$ cat config.mk
export PLATFORM = sky130hd
export DESIGN_NAME = fir_coeff_loader
export DESIGN_NICKNAME = d
export VERILOG_FILES = /design/src/rtl/fir_coeff_loader.sv
export SDC_FILE = /design/constraint.sdc
export NUM_CORES = 1
export LEC_CHECK = 0
export CORE_MARGIN = 5
export CORE_UTILIZATION = 41
export CTS_CLUSTER_DIAMETER = 60
export DETAILED_ROUTE_END_ITERATION = 16
export PLACE_DENSITY = 0.74
export SYNTH_ARGS = -nofsm -noshare
export SYNTH_HDL_FRONTEND = slang
export SYNTH_SLANG_ARGS = --single-unit
$ cat constraint.sdc
create_clock -name clk -period 1.66 [get_ports clk]
set_clock_uncertainty 0.05 [all_clocks]
set_input_delay 0.332 -clock clk [delete_from_list [all_inputs] [get_ports clk]]
set_output_delay 0.332 -clock clk [all_outputs]
set_load 0.01 [all_outputs]
$ cat src/rtl/fir_coeff_loader.sv
// FIR coefficient loader.
// Streams NUM_TAPS signed coefficients into the filter's coefficient array,
// then drives zeros into the filter for NUM_TAPS cycles to clear its delay
// line, then passes upstream samples through to the filter while running.
module fir_coeff_loader #(
    parameter int NUM_TAPS = 71,
    parameter int COEFF_W  = 8,
    parameter int ADDR_W   = 7,
    parameter int X_W      = 4
) (
    input  logic               clk,
    input  logic               rst_n,
    input  logic               start,
    input  logic               abort,
    input  logic               s_valid,
    input  logic [COEFF_W-1:0] s_data,
    output logic               s_ready,
    output logic               coeff_we,
    output logic [ADDR_W-1:0]  coeff_addr,
    output logic [COEFF_W-1:0] coeff_data,
    input  logic [X_W-1:0]     sample_in,
    input  logic               sample_valid,
    output logic [X_W-1:0]     x_n,
    output logic               busy,
    output logic               loaded,
    output logic               done
);

    typedef enum logic [1:0] {
        IDLE  = 2'd0,
        LOAD  = 2'd1,
        FLUSH = 2'd2,
        RUN   = 2'd3
    } state_t;

    localparam logic [ADDR_W-1:0] LAST_IDX = ADDR_W'(NUM_TAPS - 1);
    localparam logic [ADDR_W-1:0] CNT_ONE  = ADDR_W'(1);

    state_t              state_q;
    logic [ADDR_W-1:0]   cnt_q;
    logic                coeff_we_q;
    logic [ADDR_W-1:0]   coeff_addr_q;
    logic [COEFF_W-1:0]  coeff_data_q;
    logic [X_W-1:0]      x_n_q;
    logic                loaded_q;
    logic                done_q;
    logic                cnt_last_s;

    // Terminal count shared by the LOAD word count and the FLUSH cycle count.
    always_comb begin
        cnt_last_s = 1'b0;
        if (cnt_q == LAST_IDX) begin
            cnt_last_s = 1'b1;
        end else begin
            cnt_last_s = 1'b0;
        end
    end

    // Loader FSM with registered write port, sample path and status flags.
    always_ff @(posedge clk or negedge rst_n) begin
        if (!rst_n) begin
            state_q      <= IDLE;
            cnt_q        <= {ADDR_W{1'b0}};
            coeff_we_q   <= 1'b0;
            coeff_addr_q <= {ADDR_W{1'b0}};
            coeff_data_q <= {COEFF_W{1'b0}};
            x_n_q        <= {X_W{1'b0}};
            loaded_q     <= 1'b0;
            done_q       <= 1'b0;
        end else begin
            // Strobes default low; x_n is zero outside RUN.
            coeff_we_q <= 1'b0;
            done_q     <= 1'b0;
            x_n_q      <= {X_W{1'b0}};
            case (state_q)
                IDLE: begin
                    if (start) begin
                        state_q <= LOAD;
                        cnt_q   <= {ADDR_W{1'b0}};
                    end
                end
                LOAD: begin
                    // Abort beats a simultaneous start and any offered word.
                    if (abort) begin
                        state_q  <= IDLE;
                        cnt_q    <= {ADDR_W{1'b0}};
                        loaded_q <= 1'b0;
                    end else if (s_valid) begin
                        coeff_we_q   <= 1'b1;
                        coeff_addr_q <= cnt_q;
                        coeff_data_q <= s_data;
                        if (cnt_last_s) begin
                            state_q <= FLUSH;
                            cnt_q   <= {ADDR_W{1'b0}};
                        end else begin
                            cnt_q <= cnt_q + CNT_ONE;
                        end
                    end
                end
                FLUSH: begin
                    if (abort) begin
                        state_q  <= IDLE;
                        cnt_q    <= {ADDR_W{1'b0}};
                        loaded_q <= 1'b0;
                    end else if (cnt_last_s) begin
                        state_q  <= RUN;
                        cnt_q    <= {ADDR_W{1'b0}};
                        done_q   <= 1'b1;
                        loaded_q <= 1'b1;
                    end else begin
                        cnt_q <= cnt_q + CNT_ONE;
                    end
                end
                RUN: begin
                    // A reload invalidates the running set on the same edge.
                    if (start) begin
                        state_q  <= LOAD;
                        cnt_q    <= {ADDR_W{1'b0}};
                        loaded_q <= 1'b0;
                    end else if (sample_valid) begin
                        x_n_q <= sample_in;
                    end else begin
                        x_n_q <= {X_W{1'b0}};
                    end
                end
                default: begin
                    state_q  <= IDLE;
                    cnt_q    <= {ADDR_W{1'b0}};
                    loaded_q <= 1'b0;
                end
            endcase
        end
    end

    assign s_ready    = (state_q == LOAD);
    assign busy       = (state_q == LOAD) || (state_q == FLUSH);
    assign coeff_we   = coeff_we_q;
    assign coeff_addr = coeff_addr_q;
    assign coeff_data = coeff_data_q;
    assign x_n        = x_n_q;
    assign loaded     = loaded_q;
    assign done       = done_q;

endmodule

* Word-level counts from Yosys, hierarchy flattened *
Cells that the tools add are included.
Widths: inputs -> output; s select.

word-level totals
  output and inout bits = 24
  word-level logic and storage cells = 56
  register bits = 31

cells by class
  reductions and logical operators = 8
  eq/ne operators = 10
  bitwise gates (word level) = 1
  add/subtract/negate cells = 1
  mux-type cells = 28

operators with widths
  cell                 count
  $mux 7               5
  $pmux 7 s3           1
  $mux 2               6
  $mux 4               3
  $mux 1               11
  $reduce_and 4->1     2
  $add 7x1->7 const B  1
  $eq 7x7->1 const B   1
  $ne 3x3->1 const B   2
  $pmux 2 s3           1
  $eq 2x2->1 const B   2
  $ne 2x2->1 const B   2
  $ne 3x2->1 const B   1
  $pmux 1 s3           1
  $reduce_and 3->1     1
  $reduce_bool 3->1    1
  $eq 2x1->1 const B   1
  $logic_not 2->1      1
  $ne 2x1->1 const B   1
  $reduce_and 2->1     1
  $reduce_or 2->1      1
  $logic_or 1x1->1     1
  $not 1->1            1

* Depth between registers and ports, before layout *
Gate-level depths: netlist (run 1).

  word-level depth = 6
  mapped depth = 7
  depth with buffers taken out = 6

* Worst setup path before layout (run 1) *
No wires, ideal clock.

  path type = reg-to-reg
  start point = register state_q[1]
  end point = register state_q[0]
  data arrival time = 1.585 ns
  cell stages (with the launch flop) = 7
  period minus slack after synthesis = 1.762 ns
  slack = -0.102 ns
  setup time = 0.127 ns
  data required time = 1.483 ns
  buffers on the path = 0
  cells stage by stage = dfrtp_1 > inv_1 > ha_1 > nor2_1 > or2_4 > a21oi_2 > mux2_1

on the way
  word-level cells in the longest chain between the ends = 4
  elaborated cells between the ends (all ways) = 11

RTL lines
  item                                           line  source
  start: declaration                             39    state_t state_q;
  start signal: assignment                       62    state_q <= IDLE;
  start signal: assignment                       78    state_q <= LOAD;
  start signal: assignment                       85    state_q <= IDLE;
  $eq 2x2->1 or $logic_not 2->1 (tied branches)  75    case (state_q)
  $reduce_or 2->1 (no source line)               -
  $ne 2x1->1 (no source line)                    -
  $reduce_and 4->1 (no source line)              -

Several ways; a longest one is shown, not always the timed one.
A chain may end at the register's enable or synchronous reset.

* Worst setup path after layout (run 1) *
  start point = register state_q[0]
  end point = register state_q[0]

The elaborated chain is that of the path after synthesis.

==> results of run 1 <==
## metrics by stage
| step | power, mW | util | worst slack, ns | TNS (ns) |
|---|---|---|---|---|
| finish | 3.10 | 0.654 | -0.0832 | -0.216 |
| global route | 3.32 | 0.654 | -0.125 | -1.74 |
| CTS | 3.07 | 0.645 | -0.0916 | -0.254 |
| detailed placement | 2.46 | 0.608 | -0.232 | -2.91 |
| global placement | 2.41 | 0.608 | -0.185 | -2.04 |
| floorplan | 1.80 | - | -0.00865 | -0.00865 |
## sequential cells by signal, indices dropped and copies added, names as in the netlist
| signal | flops |
|---|---|
| coeff_data | 8 |
| cnt_q | 7 |
| coeff_addr | 7 |
| x_n | 4 |
| state_q | 2 |
| coeff_we | 1 |
| done | 1 |
| loaded | 1 |
## power breakdown
group	leakage [nW]	internal (mW)	total, mW	switching, mW
clock network	0.0386	0.249	0.495	0.246
logic	0.590	0.905	1.58	0.679
registers	0.410	0.926	1.02	0.0981
total	1.04	2.08	3.10	1.02
## how the worst max path moves through the flow
stage	from	end	slack, ns	depth (start not counted)
finish	state_q[0]$_DFFE_PN0P_	state_q[0]$_DFFE_PN0P_	-0.08	6
global route	state_q[0]$_DFFE_PN0P_	state_q[0]$_DFFE_PN0P_	-0.12	6
CTS	state_q[0]$_DFFE_PN0P_	state_q[0]$_DFFE_PN0P_	-0.09	6
detailed placement	abort	state_q[0]$_DFFE_PN0P_	-0.23	5
global placement	abort	state_q[0]$_DFFE_PN0P_	-0.19	5
floorplan	state_q[1]$_DFFE_PN0P_	state_q[0]$_DFFE_PN0P_	-0.009	6
## repair_timing
item	CTS	global route
pin swaps	1	3
hold buffers	0	0
endpoints found under the hold margin	0	0
endpoints found under the setup margin	8	28
setup buffers	5	0
gates resized for setup	8	10
## area by class of cell
type                            instances  share of cell area
Clock buffer                            8              0.0316
Inverter                                5             0.00861
Multi-Input combinational cell         75               0.305
Sequential cell                        31               0.356
Tap cell                               46              0.0264
Timing Repair Buffer                   62               0.273
## metal layers
| layer | GRT usage | part of all wire | up-vias |
|---|---|---|---|
| met5 | 0 | 0 | - |
| li1 | - | - | 526 |
| met2 | 0.240 | 0.48 | 42 |
| met1 | 0.180 | 0.42 | 541 |
| met3 | 0.0373 | 0.065 | 9 |
| met4 | 0.0993 | 0.030 | 0 |
## placed cells by master, fill, tap and decap left out, types with 3 or more instances in the layout
cell type,instances
and3_1,4
buf_4,19
clkbuf_4,5
clkdlybuf4s50_1,35
dfrtp_1,30
dlymetal6s2s_1,4
ha_1,5
inv_1,3
mux2_2,14
nand2_1,5
nand3_1,3
nor2_1,8
nor2b_1,3
o21ai_0,3
xnor2_1,5
## kinds of logic (layout without fill, tap and decap cells)
| group | Yosys count | after routing |
|---|---|---|
| mux | 16 | 16 |
| compound gates | 11 | 11 |
| buf+inv | 6 | 75 |
| xor+xnor | 5 | 5 |
| simple gates | 36 | 36 |
| fa+ha+maj | 7 | 7 |
| flops | 31 | 31 |
==> flow_summary.toml, run 1 <==
[worst_setup_path]
r2r_slack_ns = -0.08
slowest_stage = "dfrtp_2"
cp_max_fo = 6
start_kind = "register"
criticalPathCategory = "register to register"
end_kind = "register"
cp.arrival_ns = 1.92
worstPathRequired_ns = 1.83
cp_top_family = "flip-flops"
crit_chain = "buf_6, ha_4, nor3b_4, or2_4, a21oi_2, mux2_4"
r2r_start = "state_q[0]$_DFFE_PN0P_"
critPathMaxStageDelay_ns = 0.44
critPathBufInv = 1
r2r-end = "state_q[0]$_DFFE_PN0P_"
reg2reg_depth = 6

[synthesis]
synth_mux_area_frac = 0.127
synth_edf_count = 0
synth_top_family_by_area = "simple AND/OR/NAND/NOR gates"
synth_most_common_cell = "dfrtp_1"
synth_compound_area_frac = 0.0508
yosys.area.top_type_share = 0.552
synth.largest_area_cell = "dfrtp_1"
synth-main-ff-cell = "dfrtp_1"
synth-simple-area-share = 0.155
synthCells = 112
synth_commonest_cells = "dfrtp_1 (31), mux2_2 (14), nor2_1 (10)"
synth_seq_area_share = 0.552
async_flop_share = 1.00
synth_area_um2 = 1410
ys_types = 27
synth_xor_area_frac = 0.0312
yosys_warnings = 0
ys_top_cells_by_area = "dfrtp_1 (55%), mux2_2 (11%), ha_1 (6.2%)"
synthAdderAreaFrac = 0.0623
synth_nets = 137
syn_avg_cell_area_um2 = 12.5
synth.ff_latch_count = 31

[sta]
period_share = 1.05
setup_violations = 15
post-route-min-period_ns = 1.74
rsz0062_at_grt = "true"
hold_slack_ns = 0.333
hold_viol_final = 0
fin_ws_ns = -0.0832
relSlewSlack = 0.751
max_clock_freq_mhz = 574
worst_pin_slew_ns = 0.369
slew_viol_final = 0

[detailed_routing]
drt-total-wl_um = 3190
viasPerCell = 4.93
drt_pass1_iterations = 4
wire_per_inst_um = 14.1
dr.first_iter.drc_count = 38
vias = 1118
drc = 0
ant_nets = 0

[floorplanning]
die-area_um2 = 4700
row_count = 21
die_h_um = 68.5
start_util = 0.421
coreArea_um2 = 3340
fp.dieW_um = 68.5
ioPinCount = 42

[min_path]
worstHoldPathType = "primary input to async pin"

[clock_tree]
cts-root-buf = "clkbuf_4"
insertion_delay_ns = 0.33
tritoncts = "yes"
cts_buffer_depth = 2
cts_buffers = 5
cts.reportedPaths.clkPinSlew_ns = 0.10
cts-htree-levels = 2
numClockSinks = 31

[flow_run]
cap_violations = 0

[layout]
regArea_um2 = 777
diodes = 0
drive_gt1_frac = 0.337
fin_area_um2 = 2180
multi_input_area_um2 = 664
nFillCells = 261
syn_to_final_growth_pct = 55.2
stdcell_count = 227
final_nets = 205

[grt]
gr-total-overflow = 0
grt_max_degree = 32
grt_pass1_wl_um = 4990
grt_pass1_vias = 1107
antenna_found_initial = 0
grt_usage = 0.151

[power_and_ir_drop]
peakVddDrop_v = 0.000812
power_density_nw_per_um2 = 1420
p_leak_nw = 1.04

[placement]
gp_congestion = 0.770
place.detailed.hpwl_um = 2350
placed_cells_incl_taps = 214
place_area_um2 = 2030
numPortBuffers = 41

[outcome]
status = "finished, violations left"
violations = "negative setup slack"
Note: power is estimated with default switching activity, not from simulation.
==> run 2, diff against run 1 <==
--- a/config.mk
+++ b/config.mk
@@ -5,6 +5,7 @@
 export SDC_FILE = /design/constraint.sdc
 export NUM_CORES = 1
 export LEC_CHECK = 0
+export ABC_CLOCK_PERIOD_IN_PS = 1660
 export CORE_MARGIN = 5
 export CORE_UTILIZATION = 41
 export CTS_CLUSTER_DIAMETER = 60
==> results of run 2 <==
Final layout, timing and power as in run 1 (identical DEF).
==> run 3, diff against run 2 <==
--- a/config.mk
+++ b/config.mk
@@ -10,7 +10,9 @@
 export CORE_UTILIZATION = 41
 export CTS_CLUSTER_DIAMETER = 60
 export DETAILED_ROUTE_END_ITERATION = 16
-export PLACE_DENSITY = 0.74
+export PLACE_DENSITY_LB_ADDON = 0.12
+export RECOVER_POWER = 100
 export SYNTH_ARGS = -nofsm -noshare
 export SYNTH_HDL_FRONTEND = slang
 export SYNTH_SLANG_ARGS = --single-unit
+export TNS_END_PERCENT = 10
==> flow_summary.toml, run 3 (synthesis results as in run 1) <==
[worst_setup_path]
reg2reg_depth = 7
criticalPathCategory = "register to register"
r2r_start = "state_q[1]$_DFFE_PN0P_"
critPathBufInv = 2
cp.arrival_ns = 1.92
r2r-end = "state_q[0]$_DFFE_PN0P_"
r2r_slack_ns = -0.08
crit_chain = "inv_2, buf_12, ha_4, nor3b_4, or2_4, a21oi_2, mux2_4"
worstPathRequired_ns = 1.83
start_kind = "register"
slowest_stage = "dfrtp_1"
end_kind = "register"
cp_top_family = "simple AND/OR/NAND/NOR gates"
cp_max_fo = 5
critPathMaxStageDelay_ns = 0.38

[grt]
grt_usage = 0.150
grt_pass1_vias = 1105
gr-total-overflow = 0
antenna_found_initial = 0
grt_pass1_wl_um = 5020
grt_max_degree = 32

[floorplanning]
die-area_um2 = 4700
row_count = 21
start_util = 0.421
coreArea_um2 = 3340
fp.dieW_um = 68.5
ioPinCount = 42
die_h_um = 68.5

[sta]
max_clock_freq_mhz = 574
period_share = 1.05
rsz0062_at_grt = "true"
hold_viol_final = 0
slew_viol_final = 0
fin_ws_ns = -0.0821
worst_pin_slew_ns = 0.754
post-route-min-period_ns = 1.74
relSlewSlack = 0.497
setup_violations = 20

[detailed_routing]
drt_pass1_iterations = 2
wire_per_inst_um = 13.5
ant_nets = 0
met3WireLength_um = 190
drc = 0
vias = 1079
top_layer = "met4"
wl_met2_um = 1570
wl_met1_um = 1310
viasPerCell = 4.65
dr.first_iter.drc_count = 31
drt-total-wl_um = 3120

[layout]
final_cell_mix = "clkdlybuf4s50_1 (38), dfrtp_1 (30), buf_4 (19), mux2_2 (14), nor2_1 (8)"
syn_to_final_growth_pct = 57.9
layout_commonest_cell = "clkdlybuf4s50_1"
regArea_um2 = 777
finish.utilization = 0.665
drive_gt1_frac = 0.349
nFillCells = 275
final_nets = 211
multi_input_area_um2 = 684
largest_register_ffs = 8
diodes = 0

[clock_tree]
numClockSinks = 31
cts-htree-levels = 2
tritoncts = "yes"
cts-root-buf = "clkbuf_4"
cts_buffers = 5
insertion_delay_ns = 0.33
cts_buffer_depth = 2
cts.reportedPaths.clkPinSlew_ns = 0.10

[power_and_ir_drop]
power_density_nw_per_um2 = 1390
peakVddDrop_v = 0.00101
p_leak_nw = 0.996

[min_path]
worstHoldPathType = "register to register"
worstHoldPathCells = 2
min_to = "coeff_addr[0]$_DFFE_PN0P_"
hold_start = "coeff_addr[0]$_DFFE_PN0P_"

[outcome]
status = "finished, violations left"
violations = "negative setup slack"

[placement]
place.detailed.hpwl_um = 2260
gp_congestion = 0.796
numPortBuffers = 41
pre_cts_ws_ns = -0.193

[flow_run]
cap_violations = 0
## run 3: what timing repair did
action | 4_1_cts | 5_1_grt
hold buffers | 0 | 0
pin swaps | 5 | 8
gates resized for setup | 15 | 6
buffers inserted | 8 | 0
setup endpoints to repair | 8 | 26
## run 3: metal layers
metal  global-route usage  vias up
met3               0.0470        8
met5                    0        -
met2                0.241       28
met4               0.0819        0
li1                     -      537
met1                0.179      506
## run 3: final cells by class
type                       count  share of cell area
multi-input combinational     75               0.309
timing repair buffer          68               0.285
tap                           46              0.0259
inverter                       5             0.00959
sequential                    31               0.350
clock buffer                   7              0.0203
## run 3: how the worst max path moves through the flow
stage,from,to,slack [ns],cells past startpoint
CTS,state_q[0]$_DFFE_PN0P_,state_q[0]$_DFFE_PN0P_,-0.07,6
detailed placement,abort,state_q[0]$_DFFE_PN0P_,-0.19,5
floorplan,state_q[1]$_DFFE_PN0P_,state_q[0]$_DFFE_PN0P_,-0.009,6
global placement,abort,state_q[0]$_DFFE_PN0P_,-0.16,5
global route,state_q[1]$_DFFE_PN0P_,cnt_q[2]$_DFFE_PN0P_,-0.12,9
finish,state_q[1]$_DFFE_PN0P_,state_q[0]$_DFFE_PN0P_,-0.08,7
## run 3: per-stage QoR
stage | instance area [um^2] | cells | power, mW | hold WS, ns | TNS, ns
2_1_floorplan | 1440 | 112 | 1.80 | -0.0136 | -0.00865
5_1_grt | 2220 | 232 | 3.29 | 0.480 | -2.24
3_3_place_gp | 2050 | 217 | 2.43 | 0.413 | -1.68
3_5_place_dp | 2050 | 217 | 2.47 | 0.435 | -1.98
6_report | 2220 | 232 | 3.08 | 0.452 | -0.867
4_1_cts | 2210 | 232 | 3.09 | 0.337 | -0.225
## run 3: power by group
part / leakage, nW / switching (mW) / total, mW / internal (mW)
Combinational: 0.560 / 0.692 / 1.66 / 0.971
Clock: 0.0254 / 0.233 / 0.392 / 0.159
Sequential: 0.410 / 0.0989 / 1.02 / 0.926
Total: 0.996 / 1.02 / 3.08 / 2.06
## run 3: worst register-to-register path, stage by stage, from the launching register on
cell	delay (ns)
dfrtp_1	0.38
inv_2	0.07
buf_12	0.12
ha_4	0.16
nor3b_4	0.16
or2_4	0.28
a21oi_2	0.12
mux2_4	0.30
